$ cat config.mk
export PLATFORM = sky130hd
export DESIGN_NAME = addsub_pipe
export DESIGN_NICKNAME = d
export VERILOG_FILES = /design/src/rtl/alu_pkg.sv /design/src/rtl/addsub_pipe_cla4.sv /design/src/rtl/addsub_pipe.sv
export SDC_FILE = /design/constraint.sdc
export NUM_CORES = 1
export LEC_CHECK = 0
export BUFFER_PORTS_ARGS = -buffer_cell sky130_fd_sc_hd__buf_2
export CAP_MARGIN = 20
export CORE_MARGIN = 1
export CORE_UTILIZATION = 54
export CTS_CLUSTER_SIZE = 30
export DETAILED_ROUTE_END_ITERATION = 7
export GPL_TIMING_DRIVEN = 0
export PLACE_DENSITY_LB_ADDON = 0.05
export SYNTH_ARGS = -nofsm -noshare
export SYNTH_HDL_FRONTEND = slang
export SYNTH_SLANG_ARGS = --single-unit
$ cat constraint.sdc
create_clock -name clk -period 3.1 [get_ports clk]
set_input_delay 0.31 -clock clk [delete_from_list [all_inputs] [get_ports clk]]
set_output_delay 0.31 -clock clk [all_outputs]
set_load 0.01 [all_outputs]
$ cat src/rtl/alu_pkg.sv
// Shared ALU definitions: operation encodings, default widths and saturation limits.
package alu_pkg;

  typedef enum logic [1:0] {
    OP_ADD    = 2'b00,
    OP_SUB    = 2'b01,
    OP_PADDSB = 2'b10,
    OP_RSVD   = 2'b11
  } op_e;

  localparam int unsigned WIDTH_DEF = 16;
  localparam int unsigned LANE_DEF  = 4;

  localparam logic [15:0] SAT_MAX16 = 16'h7fff;
  localparam logic [15:0] SAT_MIN16 = 16'h8000;
  localparam logic [3:0]  SAT_MAX4  = 4'h7;
  localparam logic [3:0]  SAT_MIN4  = 4'h8;

endpackage

$ cat src/rtl/addsub_pipe_cla4.sv
// 4-bit carry-lookahead slice with group P/G and MSB overflow; lane_mode_i cuts the carry-in
// so the slice behaves as an isolated PADDSB lane.
module addsub_pipe_cla4 (
  input  logic [3:0] a_i,
  input  logic [3:0] b_i,
  input  logic       c_i,
  input  logic       lane_mode_i,
  output logic [3:0] s_o,
  output logic       p_o,
  output logic       g_o,
  output logic       ovf_o
);

  logic [3:0] p, g;
  logic       c0, c1, c2, c3, c4;

  assign p  = a_i ^ b_i;
  assign g  = a_i & b_i;
  assign c0 = c_i & ~lane_mode_i;

  assign c1 = g[0] | (p[0] & c0);
  assign c2 = g[1] | (p[1] & g[0]) | (p[1] & p[0] & c0);
  assign c3 = g[2] | (p[2] & g[1]) | (p[2] & p[1] & g[0]) | (&p[2:0] & c0);

  assign g_o = g[3] | (p[3] & g[2]) | (p[3] & p[2] & g[1]) | (&p[3:1] & g[0]);
  assign p_o = &p;
  assign c4  = g_o | (p_o & c0);

  assign s_o   = p ^ {c3, c2, c1, c0};
  assign ovf_o = c3 ^ c4;

endmodule

$ cat src/rtl/addsub_pipe.sv
// Two-stage ADD/SUB/PADDSB pipeline: low half in stage 1, high half plus flags in stage 2.
// Saturation is built only when ADDSUB_PIPE_SAT_EN is defined; otherwise results wrap.
module addsub_pipe
  import alu_pkg::*;
#(
  parameter int unsigned WIDTH = WIDTH_DEF,
  parameter int unsigned LANE  = LANE_DEF
) (
  input  logic             clk,
  input  logic             rst_n,
  input  logic             in_valid,
  output logic             in_ready,
  input  logic [1:0]       op,
  input  logic [WIDTH-1:0] a,
  input  logic [WIDTH-1:0] b,
  output logic             out_valid,
  input  logic             out_ready,
  output logic [WIDTH-1:0] result,
  output logic             flag_z,
  output logic             flag_v,
  output logic             flag_n
);

  localparam int unsigned Half    = WIDTH / 2;
  localparam int unsigned NibHalf = Half / LANE;
  localparam int unsigned Nib     = WIDTH / LANE;

  op_e              op_in;
  logic             in_sub, in_lane, in_xfer, s2_advance;
  logic [WIDTH-1:0] b_cond;
  logic [Half-1:0]  lo_sum;
  logic [NibHalf:0] lo_c;
  logic [NibHalf-1:0] lo_p, lo_g, lo_ovf;

  logic               s1_valid_q, s1_carry_q;
  logic [Half-1:0]    s1_sum_lo_q, s1_a_hi_q, s1_b_hi_q;
  op_e                s1_op_q;
  logic [NibHalf-1:0] s1_lane_ovf_q;

  logic               s1_lane, raw_v;
  logic [Half-1:0]    hi_sum;
  logic [NibHalf-1:0] hi_c, hi_p, hi_g, hi_ovf;
  logic [WIDTH-1:0]   raw, sat_res;
  logic [Nib-1:0]     lane_ovf_all;

  logic             out_valid_q, z_q, v_q, n_q;
  logic [WIDTH-1:0] result_q;

  assign s2_advance = ~out_valid_q | out_ready;
  assign in_ready   = ~s1_valid_q | s2_advance;
  assign in_xfer    = in_valid & in_ready;

  assign op_in   = op_e'(op);
  assign in_sub  = (op_in == OP_SUB);
  assign in_lane = (op_in == OP_PADDSB);
  assign b_cond  = in_sub ? ~b : b;
  assign lo_c[0] = in_sub;

  for (genvar k = 0; k < NibHalf; k++) begin : g_lo
    addsub_pipe_cla4 u_cla (
      .a_i        (a[k*LANE +: LANE]),
      .b_i        (b_cond[k*LANE +: LANE]),
      .c_i        (lo_c[k]),
      .lane_mode_i(in_lane),
      .s_o        (lo_sum[k*LANE +: LANE]),
      .p_o        (lo_p[k]),
      .g_o        (lo_g[k]),
      .ovf_o      (lo_ovf[k])
    );
    assign lo_c[k+1] = lo_g[k] | (lo_p[k] & lo_c[k]);
  end

  always_ff @(posedge clk or negedge rst_n) begin
    if (!rst_n) begin
      s1_valid_q    <= 1'b0;
      s1_carry_q    <= 1'b0;
      s1_sum_lo_q   <= '0;
      s1_a_hi_q     <= '0;
      s1_b_hi_q     <= '0;
      s1_op_q       <= OP_ADD;
      s1_lane_ovf_q <= '0;
    end else if (in_xfer) begin
      s1_valid_q    <= 1'b1;
      s1_carry_q    <= lo_c[NibHalf] & ~in_lane;
      s1_sum_lo_q   <= lo_sum;
      s1_a_hi_q     <= a[WIDTH-1:Half];
      s1_b_hi_q     <= b_cond[WIDTH-1:Half];
      s1_op_q       <= op_in;
      s1_lane_ovf_q <= lo_ovf;
    end else if (s2_advance) begin
      s1_valid_q <= 1'b0;
    end
  end

  assign s1_lane = (s1_op_q == OP_PADDSB);
  assign hi_c[0] = s1_carry_q;

  for (genvar k = 0; k < NibHalf; k++) begin : g_hi
    addsub_pipe_cla4 u_cla (
      .a_i        (s1_a_hi_q[k*LANE +: LANE]),
      .b_i        (s1_b_hi_q[k*LANE +: LANE]),
      .c_i        (hi_c[k]),
      .lane_mode_i(s1_lane),
      .s_o        (hi_sum[k*LANE +: LANE]),
      .p_o        (hi_p[k]),
      .g_o        (hi_g[k]),
      .ovf_o      (hi_ovf[k])
    );
    if (k < NibHalf - 1) begin : g_chain
      assign hi_c[k+1] = hi_g[k] | (hi_p[k] & hi_c[k]);
    end
  end

  assign raw          = {hi_sum, s1_sum_lo_q};
  assign lane_ovf_all = {hi_ovf, s1_lane_ovf_q};
  assign raw_v        = s1_lane ? |lane_ovf_all : hi_ovf[NibHalf-1];

`ifdef ADDSUB_PIPE_SAT_EN
  localparam logic [WIDTH-1:0] SatMax = {1'b0, {(WIDTH-1){1'b1}}};
  localparam logic [WIDTH-1:0] SatMin = {1'b1, {(WIDTH-1){1'b0}}};

  // On overflow the wrapped sign is the inverse of the operand sign, so it picks the clamp.
  always_comb begin
    sat_res = raw;
    if (s1_lane) begin
      for (int l = 0; l < Nib; l++) begin
        if (lane_ovf_all[l]) begin
          sat_res[l*LANE +: LANE] = raw[l*LANE + LANE - 1] ? SAT_MAX4 : SAT_MIN4;
        end
      end
    end else if (raw_v) begin
      sat_res = raw[WIDTH-1] ? SatMax : SatMin;
    end
  end
`else
  assign sat_res = raw;
`endif

  always_ff @(posedge clk or negedge rst_n) begin
    if (!rst_n) begin
      out_valid_q <= 1'b0;
      result_q    <= '0;
      z_q         <= 1'b0;
      v_q         <= 1'b0;
      n_q         <= 1'b0;
    end else if (s2_advance) begin
      out_valid_q <= s1_valid_q;
      if (s1_valid_q) begin
        result_q <= sat_res;
        z_q      <= (sat_res == '0);
        v_q      <= raw_v;
        n_q      <= sat_res[WIDTH-1];
      end
    end
  end

  assign out_valid = out_valid_q;
  assign result    = result_q;
  assign flag_z    = z_q;
  assign flag_v    = v_q;
  assign flag_n    = n_q;

endmodule

==> impl_metrics.env <==
export IMPL_status="finished clean"
export IMPL_p_sw_frac=0.342
export IMPL_nets=389
export IMPL_combPwrFrac=0.373
export IMPL_seq_power_share=0.413
export IMPL_ys_async_sr_fraction=1.00
export IMPL_gp_congestion=0.852
export IMPL_vias_per_cell=5.29
export IMPL_clk_pin_slew_ns=0.09
export IMPL_grt_pass1_wl_mm=9.23
export IMPL_avgRoutedWirePerCell_um=14.2
export IMPL_finalHoldViolCount=0
export IMPL_seq_area_frac_synth=0.449
export IMPL_areaGrowthSynthToFinish_pct=21.1
export IMPL_cp_required_ns=3.34
export IMPL_use_met2=0.428
export IMPL_ff2ff_path_depth=11
export IMPL_vdd_drop_max_mv=0.269
export IMPL_numClockSinks=49
export IMPL_syn_inst=262
export IMPL_power_frac_clock=0.214
export IMPL_start_util=0.570
export IMPL_drt_iter0_markers=109
export IMPL_ios=59
export IMPL_antenna_found_initial=0
export IMPL_net_switching_power_uw=758
export IMPL_htreeDepth=2
export IMPL_numCtsBuffers=5
export IMPL_worst_slack_ns=0.0175
export IMPL_worstPathArrival_ns=3.32
export IMPL_dieArea_um2=5340
export IMPL_dp_worst_setup_slack_ns=-0.247
export IMPL_rsz0062_at_grt="true"
export IMPL_io_buffers=58
export IMPL_vias=2116
export IMPL_netlist_area_um2=2730
export IMPL_dieHeight_um=73.1
export IMPL_diodes=0
export IMPL_drive_gt1_frac=0.234
export IMPL_min_period_over_period=0.994
export IMPL_min_period_ns=3.08
export IMPL_slew_headroom=0.632
export IMPL_finalPower_mw=2.22
export IMPL_power_leakage_nw=1.57
export IMPL_slew_viol_final=0
export IMPL_synth_warnings=0
export IMPL_crit_path_top_delay_cell="fa_1"
export IMPL_final_core_util=0.691
export IMPL_synth_avg_cell_area_um2=10.4
export IMPL_dr_pass1_iters=4
export IMPL_grt_overflow_total=0
export IMPL_finalWirelength_mm=5.69
export IMPL_fin_skew_ns=0.00802
export IMPL_ys_ff_latch=49
export IMPL_ys_flop_type="dfrtp_1"
export IMPL_end_kind="flop"
export IMPL_p_per_area_nw_per_um2=670
export IMPL_die_w_um=73.1
export IMPL_first_global_vias=2004
export IMPL_worstPathMaxFanout=3
export IMPL_cts_tree="built"
export IMPL_postRouteAntennaNets=0
export IMPL_root_buffer="clkbuf_8"
export IMPL_gr_usage_met1=0.277
export IMPL_core_area_um2=4790
export IMPL_syn_num_nets=319
export IMPL_hold_path_class="in2reg"
export IMPL_drc_errors=0
export IMPL_internal_power_mw=1.46
export IMPL_synth_edf_count=0
export IMPL_synth_distinct_cells=38
export IMPL_fmax_mhz=324
export IMPL_cp_slowest_stage_delay_ns=0.59
export IMPL_drv_cap=0
export IMPL_busiest_layer="met2"
export IMPL_setup_tns_ns=0
export IMPL_holdPathStages=2
export IMPL_setup_viol=0
export IMPL_path_cells="ha_1, or2_1, a21o_1, a31oi_1, or2_1, fa_1, nor4b_4, nand3_2, a2111oi_4, a41oi_1, nand3_1"
export IMPL_crit_type="reg2reg"
export IMPL_grt_use_total=0.234
export IMPL_clock_path_buffers=2
export IMPL_dp_hpwl_mm=4.25
export IMPL_met3_usage=0.0497
export IMPL_cp_start_kind="flop"
export IMPL_rows=25
export IMPL_worst_slew_pin_slew_ns=0.552
export IMPL_crit_top_cell="or2_1"
export IMPL_worstSkewPairLatency_ns=0.30
export IMPL_grt_max_degree=50
[per-stage QoR]
stage | area [µm²] | hold slack, ns | cells
3_3_place_gp | 3100 | 0.462 | 387
3_5_place_dp | 3100 | 0.470 | 387
4_1_cts | 3230 | 0.215 | 395
5_1_grt | 3310 | 0.215 | 400
6_report | 3310 | 0.212 | 400
2_1_floorplan | 2730 | 0.0144 | 262
[kinds of logic after synthesis]
family | count (synthesis) | share of synthesized area
simple gates | 77 | 0.134
flops | 49 | 0.449
fa+ha+maj | 19 | 0.0953
xor+xnor | 27 | 0.0866
mux | 21 | 0.0862
compound gates | 54 | 0.125
buf+inv | 15 | 0.0234
[what timing repair did]
| item | in CTS | in global routing |
|---|---|---|
| pin swaps | 1 | 3 |
| hold buffers | 0 | 1 |
| endpoints found under the hold margin | 0 | 7 |
| buffers inserted | 0 | 3 |
| gates resized for setup | 2 | 5 |
| setup endpoints to repair | 1 | 3 |
| cloned | 0 | 0 |
[synthesized netlist by cell type (2+ instances only)]
cell      count  area (µm²)
a21o_1        4        30.0
a21oi_1      11        55.1
and2_1        2        12.5
buf_2         3        15.0
clkbuf_1      6        22.5
dfrtp_1      49        1230
fa_1          3        60.1
ha_1         16         200
inv_1         5        18.8
mux2_1       20         225
nand2_1      33         124
nand2b_1      7        43.8
nand3_1       6        30.0
nand4_1       2        12.5
nor2_1       12        45.0
nor2b_1       4        25.0
nor3_1        3        15.0
nor4b_1       2        17.5
o211ai_1      4        30.0
o21ai_1      24         120
o31ai_1       2        15.0
or2_1         3        18.8
xnor2_1      12         105
xor2_1       15         131
[worst max-delay path, delay by kind of cell, from the launching register on]
family,cells,cell delay (ns)
simple gates,5,0.84
compound gates,4,0.83
flops,1,0.41
fa+ha+maj,2,0.93
[flip-flops by register name, indices dropped and copies added (netlist names)]
register	cells
result	15
s1_a_hi_q	8
s1_b_hi_q	8
s1_sum_lo_q	8
s1_lane_ovf_q	2
s1_op_q	2
flag_n	1
flag_v	1
flag_z	1
out_valid	1
s1_carry_q	1
s1_valid_q	1
[area by class of cell]
cell class	instances	area, µm²
Clock buffer	7	86.3
Multi-Input combinational cell	198	1470
Sequential cell	49	1230
Timing Repair Buffer	63	343
Tap cell	67	83.8
Inverter	5	18.8
Buffer	10	46.3
Clock inverter	1	30.0
Fill cell	394	1480
[cell usage in the layout (no fill, tap or decap), types with 5 or more instances in the layout]
cell type / count
xor2_1: 15
clkbuf_1: 6
ha_1: 16
clkbuf_8: 6
nor2_1: 12
nand2_1: 33
dfrtp_1: 49
buf_2: 61
inv_1: 5
o21ai_1: 23
nand3_1: 5
nand2b_1: 7
a21oi_1: 11
mux2_1: 20
xnor2_1: 12
[worst paths after layout]
kind / slack [ns] / start / to
worst min-delay path: 0.21 / a[10] / s1_a_hi_q[2]
max in group asynchronous: 2.25 / rst_n / s1_a_hi_q[6]
worst min register to register: 0.48 / result[9] / result[9]
min in group asynchronous: 0.37 / rst_n / result[8]
worst max-delay path: 0.02 / s1_b_hi_q[1] / flag_z
worst max register to register: 0.02 / s1_b_hi_q[1] / flag_z
[power groups by stage]
stage | registers [mW] | logic [mW] | clock network, mW
CTS | 0.913 | 0.793 | 0.476
detailed placement | 0.923 | 0.784 | 0
floorplan | 0.954 | 0.481 | 0
global route | 0.939 | 0.922 | 0.501
global placement | 0.916 | 0.763 | 0
finish | 0.915 | 0.827 | 0.474
[metal layers]
layer	vias to the layer above	wire length (µm)
li1	1053	-
met1	998	2470
met2	59	2960
met3	6	213
met4	0	50
met5	-	0
(Power assumes the default switching activity.)
